<file path="config.mk">
export PLATFORM = sky130hd
export DESIGN_NAME = ram_req_controller
export DESIGN_NICKNAME = d
export VERILOG_FILES = /design/src/rtl/ram_req_controller_pkg.sv /design/src/rtl/ram_req_controller_rsp_fifo2.sv /design/src/rtl/ram_req_controller.sv
export SDC_FILE = /design/constraint.sdc
export NUM_CORES = 1
export LEC_CHECK = 0
export ABC_AREA = 1
export BUFFER_PORTS_ARGS = -buffer_cell sky130_fd_sc_hd__buf_2
export CAP_MARGIN = 15
export CORE_ASPECT_RATIO = 2
export CORE_UTILIZATION = 46
export DETAILED_ROUTE_END_ITERATION = 10
export GPL_ROUTABILITY_DRIVEN = 0
export PLACE_DENSITY = 0.76
export SLEW_MARGIN = 10
export SYNTH_ARGS = -nofsm -noshare
export SYNTH_HDL_FRONTEND = slang
export SYNTH_HIERARCHICAL = 1
export SYNTH_SLANG_ARGS = --single-unit
</file>
<file path="constraint.sdc">
create_clock -name CLK -period 1.6 [get_ports CLK]
set_input_delay 0.16 -clock CLK [delete_from_list [all_inputs] [get_ports CLK]]
set_output_delay 0.16 -clock CLK [all_outputs]
set_load 0.01 [all_outputs]
</file>
<file path="src/rtl/ram_req_controller_pkg.sv">
// ----------------------------------------------------------------------------
// ram_ctrl_pkg
//   Shared types and constants for the RAM request controller and its
//   response FIFO.
//   - state_e   : controller state (INIT sweep, RUN)
//   - RSP_DEPTH : number of response buffer entries
//   - CREDIT_W  : width that holds a credit count 0..RSP_DEPTH
// ----------------------------------------------------------------------------
package ram_ctrl_pkg;

    typedef enum logic [0:0] {
        INIT = 1'b0,
        RUN  = 1'b1
    } state_e;

    localparam int RSP_DEPTH = 2;
    localparam int CREDIT_W  = $clog2(RSP_DEPTH + 1);

endpackage

</file>
<file path="src/rtl/ram_req_controller_rsp_fifo2.sv">
// ----------------------------------------------------------------------------
// rsp_fifo2
//   Two-entry in-order synchronous FIFO holding read responses.
//   Ports:
//     CLK, RST_N      clock, asynchronous active-low reset
//     i_push, i_wdata write one entry
//     i_pop           remove the head entry
//     o_rdata         head entry (zero after reset)
//     o_count         occupancy 0..2
//     o_full, o_empty occupancy flags
// ----------------------------------------------------------------------------
module rsp_fifo2
    import ram_ctrl_pkg::*;
#(
    parameter int DW = 16
) (
    input  logic                CLK,
    input  logic                RST_N,
    input  logic                i_push,
    input  logic [DW-1:0]       i_wdata,
    input  logic                i_pop,
    output logic [DW-1:0]       o_rdata,
    output logic [CREDIT_W-1:0] o_count,
    output logic                o_full,
    output logic                o_empty
);

    logic [DW-1:0]       r_mem [RSP_DEPTH];
    logic                r_wr_ptr;
    logic                r_rd_ptr;
    logic [CREDIT_W-1:0] r_count;
    logic                w_do_push;
    logic                w_do_pop;

    assign o_full  = (r_count == CREDIT_W'(RSP_DEPTH));
    assign o_empty = (r_count == '0);
    assign o_count = r_count;
    assign o_rdata = r_mem[r_rd_ptr];

    // A push into a full FIFO is only legal when the head leaves the same cycle.
    assign w_do_pop  = i_pop & ~o_empty;
    assign w_do_push = i_push & (~o_full | w_do_pop);

    // NOTE: the storage is only two words, so it is reset along with the
    // pointers; that makes the head (and thus rsp_data) read zero after reset.
    always_ff @(posedge CLK or negedge RST_N) begin
        if (!RST_N) begin
            for (int i = 0; i < RSP_DEPTH; i++) r_mem[i] <= '0;
            r_wr_ptr <= 1'b0;
            r_rd_ptr <= 1'b0;
            r_count  <= '0;
        end else begin
            // NOTE: non-blocking assignments keep every register updating from
            // the values of the previous cycle, whatever the statement order.
            if (w_do_push) begin
                r_mem[r_wr_ptr] <= i_wdata;
                r_wr_ptr        <= ~r_wr_ptr;
            end
            if (w_do_pop) r_rd_ptr <= ~r_rd_ptr;
            case ({w_do_push, w_do_pop})
                2'b10:   r_count <= r_count + 1'b1;
                2'b01:   r_count <= r_count - 1'b1;
                default: r_count <= r_count;
            endcase
        end
    end

endmodule

</file>
<file path="src/rtl/ram_req_controller.sv">
// ----------------------------------------------------------------------------
// ram_req_controller
//   Master side of a single-port, write-first, synchronous-read RAM.
//   After reset it writes INIT_VAL into every location, then turns a
//   valid/ready request stream into RAM cycles and returns read data on a
//   valid/ready response stream through a 2-entry buffer.
//   Ports:
//     CLK, RST_N                       clock, asynchronous active-low reset
//     req_valid/req_ready/req_we/
//     req_addr/req_wdata               request stream (we=1 write, 0 read)
//     rsp_valid/rsp_ready/rsp_data     read response stream, in order
//     init_done                        high once the sweep has completed
//     mem_we/mem_addr/mem_di/mem_do    RAM interface (mem_do one cycle late)
// ----------------------------------------------------------------------------
module ram_req_controller
    import ram_ctrl_pkg::*;
#(
    parameter int            AW       = 6,
    parameter int            DW       = 16,
    parameter logic [DW-1:0] INIT_VAL = '0
) (
    input  logic          CLK,
    input  logic          RST_N,
    input  logic          req_valid,
    output logic          req_ready,
    input  logic          req_we,
    input  logic [AW-1:0] req_addr,
    input  logic [DW-1:0] req_wdata,
    output logic          rsp_valid,
    input  logic          rsp_ready,
    output logic [DW-1:0] rsp_data,
    output logic          init_done,
    output logic          mem_we,
    output logic [AW-1:0] mem_addr,
    output logic [DW-1:0] mem_di,
    input  logic [DW-1:0] mem_do
);

    state_e              r_state;
    logic [AW-1:0]       r_init_cnt;
    logic [AW-1:0]       r_addr_hold;
    logic                r_inflight;

    logic                w_pop;
    logic                w_acc;
    logic                w_rd_acc;
    logic                w_read_ok;
    logic [CREDIT_W-1:0] w_credit;
    logic [CREDIT_W-1:0] w_fifo_count;
    logic                w_fifo_full;
    logic                w_fifo_empty;

    assign init_done = (r_state == RUN);

    // Credits cover both buffered data and the read whose data arrives next
    // cycle; a pop this cycle frees a slot in time for a new read, which is
    // why rsp_ready reaches req_ready combinationally.
    assign w_pop     = rsp_valid & rsp_ready;
    assign w_credit  = w_fifo_count + CREDIT_W'(r_inflight);
    assign w_read_ok = (w_credit < CREDIT_W'(RSP_DEPTH)) | w_pop;
    assign req_ready = (r_state == RUN) & (req_we | w_read_ok);
    assign w_acc     = req_valid & req_ready;
    assign w_rd_acc  = w_acc & ~req_we;

    // NOTE: every output gets a default before the branches so no path can
    // leave one unassigned and infer a latch.
    always_comb begin
        mem_we   = 1'b0;
        mem_addr = r_addr_hold;
        mem_di   = req_wdata;
        if (r_state == INIT) begin
            mem_we   = 1'b1;
            mem_addr = r_init_cnt;
            mem_di   = INIT_VAL;
        end else if (w_acc) begin
            mem_we   = req_we;
            mem_addr = req_addr;
        end
    end

    always_ff @(posedge CLK or negedge RST_N) begin
        if (!RST_N) begin
            r_state     <= INIT;
            r_init_cnt  <= '0;
            r_addr_hold <= '0;
            r_inflight  <= 1'b0;
        end else begin
            r_addr_hold <= mem_addr;
            r_inflight  <= w_rd_acc;
            if (r_state == INIT) begin
                r_init_cnt <= r_init_cnt + 1'b1;
                if (r_init_cnt == '1) r_state <= RUN;
            end
        end
    end

    // mem_do belongs to the read accepted last cycle, so it is captured now.
    rsp_fifo2 #(
        .DW (DW)
    ) u_rsp_fifo (
        .CLK     (CLK),
        .RST_N   (RST_N),
        .i_push  (r_inflight),
        .i_wdata (mem_do),
        .i_pop   (w_pop),
        .o_rdata (rsp_data),
        .o_count (w_fifo_count),
        .o_full  (w_fifo_full),
        .o_empty (w_fifo_empty)
    );

    assign rsp_valid = ~w_fifo_empty;

    // The credit rule must make a push into a full, non-draining buffer impossible.
    a_no_overflow : assert property (@(posedge CLK) disable iff (!RST_N)
        !(r_inflight && w_fifo_full && !w_pop));

endmodule

</file>
==> run_results.csv <==
group,metric,value,unit
global_routing,grt_max_degree,51,
detailed_routing,drt_iter0_markers,117,
global_routing,antenna_found_initial,0,
clock_network,cts_tree,"built",
clock_network,clock-root-buffer,"clkbuf_16",
final_layout,syn_to_final_growth,31.3,%
clock_network,htreeDepth,2,
critical_path,r2r_slack,0.02,ns
power,pwr_density_cell,1000,nW/µm²
timing,finalCriticalPeriod,1.80,ns
timing,fin_ws,-0.197,ns
clock_network,clock-sinks,50,
final_layout,final_nets,483,
timing,setup_tns,-1.20,ns
detailed_routing,vias,2592,
synthesis,synthesis.nets,384,
global_routing,grt_usage,21.3,%
global_routing,grt_pass1_vias,2377,
floorplanning,io_pins,85,
detailed_routing,drtPass1Iterations,4,
worst_hold_path,whs_endpoint,"u_rsp_fifo/r_mem[20]$_DFFE_PN0P_",
floorplanning,fp.dieH,110,µm
placement,pre_cts_ws,-0.0477,ns
detailed_routing,via_per_inst,5.18,
critical_path,cp-end-kind,"output port",
detailed_routing,route.detailed.drc,0,
floorplanning,die_w,55.9,µm
timing,final_max_slew_viol_count,0,
floorplanning,coreArea,5660,µm²
critical_path,timing_worst_setup_path_type,"register to output port",
final_layout,final_util,62.0,%
floorplanning,initial_core_util,47.2,%
timing,worstMarginPinSlew,0.389,ns
critical_path,reg2reg_from,"u_rsp_fifo/o_count[1]$_DFFE_PN0P_",
clock_network,numCtsBuffers,5,
detailed_routing,wirelength,6640,µm
floorplanning,rows,39,
final_layout,layout_common_cells,"nand2_1 (148), buf_2 (84), dfrtp_1 (48)",
power,p_leak,2.12,nW
timing,slew_headroom,74.0,%
detailed_routing,routedWlPerCell,13.3,µm
synthesis,synth.avg_cell_area,7.89,µm²
synthesis,netlist_instances,339,
timing,rsz0062_at_grt,"true",
final_layout,drive_above_1_share,34.9,%
clock_network,clkTransAtPathRegs,0.07,ns
run_status,violations,"negative setup slack",
worst_hold_path,hp-class,"input pin to register",
detailed_routing,drtAntennaViolNets,0,
synthesis,ys.warnings.count,6,
global_routing,grt_overflow,0,
clock_network,clock_latency,0.29,ns
floorplanning,die-area,6140,µm²
critical_path,ff2ff_path_depth,8,
power,power,3.53,mW
critical_path,rr_endpoint,"u_rsp_fifo/o_count[1]$_DFFE_PN0P_",
synthesis,synthesis.area,2670,µm²
timing,max_clock_freq,557,MHz
global_routing,grt_pass1_wl,10300,µm
final_layout,layout_commonest_cell,"nand2_1",
critical_path,crit_arrival,1.64,ns
timing,setup_viol,7,
run_status,status,"finished, violations left",
clock_network,cts_buffer_depth,2,
placement,hpwl,4550,µm
run,cap_violations,0,
timing,final_hold_viol_count,0,
timing,skew,0.00595,ns
placement,numPortBuffers,84,
critical_path,critPathMaxFanout,8,
timing,min_period_over_period,112,%
final_layout,n_antenna_cell,0,
critical_path,required,1.44,ns
worst_hold_path,holdCritStartpoint,"mem_do[4]",
critical_path,start_kind,"register",
worst_hold_path,hold_depth,3,
power,ir_drop,1140,µV
==> stage by stage <==
stage | area (µm²) | cells | hold slack [ns]
after floorplan | 2680 | 339 | -0.136
after global placement | 3170 | 481 | 0.171
after detailed placement | 3170 | 481 | 0.168
after CTS | 3410 | 495 | 0.136
final | 3510 | 500 | 0.136
after global routing | 3510 | 500 | 0.143
==> worst max-delay path: stages, from the launching register on <==
cell and delay [ns]:
dfrtp_2 0.44, nor2_4 0.13, inv_2 0.06, a21oi_4 0.17
nand2_4 0.09, nand3_4 0.12, nand2_2 0.07, nand3_2 0.07
nand2_2 0.06, buf_2 0.13
==> flip-flops by register name, indices dropped and copies added (netlist names) <==
name / cells
u_rsp_fifo/r_mem: 32
r_addr_hold: 6
r_init_cnt: 6
u_rsp_fifo/o_count: 2
init_done: 1
r_inflight: 1
u_rsp_fifo/r_rd_ptr: 1
u_rsp_fifo/r_wr_ptr: 1
==> how the worst max path moves through the flow <==
stage	start	endpoint	slack [ns]	depth (start not counted)
floorplan	u_rsp_fifo/o_count[1]$_DFFE_PN0P_	u_rsp_fifo/o_count[1]$_DFFE_PN0P_	0.01	9
global placement	u_rsp_fifo/o_count[1]$_DFFE_PN0P_	u_rsp_fifo/r_mem[11]$_DFFE_PN0P_	0.04	8
detailed placement	u_rsp_fifo/o_count[1]$_DFFE_PN0P_	u_rsp_fifo/r_mem[26]$_DFFE_PN0P_	-0.05	8
CTS	u_rsp_fifo/o_count[0]$_DFFE_PN0P_	mem_addr[0]	-0.17	9
global route	u_rsp_fifo/o_count[0]$_DFFE_PN0P_	mem_addr[3]	-0.28	9
finish	u_rsp_fifo/o_count[0]$_DFFE_PN0P_	mem_addr[3]	-0.20	9
==> power by group <==
group          switching, mW  internal, mW
combinational          0.642         0.453
clock                  0.467         0.579
sequential            0.0604          1.33
total                   1.17          2.36
==> layer usage <==
layer	vias up	track usage, %	share of wire (%)
met2	86	42.2	58
met3	14	3.06	4.7
li1	1274	-	-
met4	0	11.0	2.8
met1	1218	21.1	34
met5	-	0	0
==> timing repair <==
action | in CTS | in global routing
buffers inserted | 5 | 3
gates resized for setup | 13 | 15
gates cloned | 0 | 2
endpoints found under the setup margin | 40 | 42
hold buffers | 1 | 0
endpoints found under the hold margin | 50 | 0
pin swaps | 8 | 9
==> cell type report <==
type / count / area [µm²]
tap: 61 / 76.3
timing repair buffer: 108 / 636
inverter: 37 / 141
sequential: 50 / 1250
clock buffer: 5 / 125
multi-input combinational: 236 / 1260
clock inverter: 3 / 21.3
fill: 496 / 2150
Power figures use the tool's default switching activity.
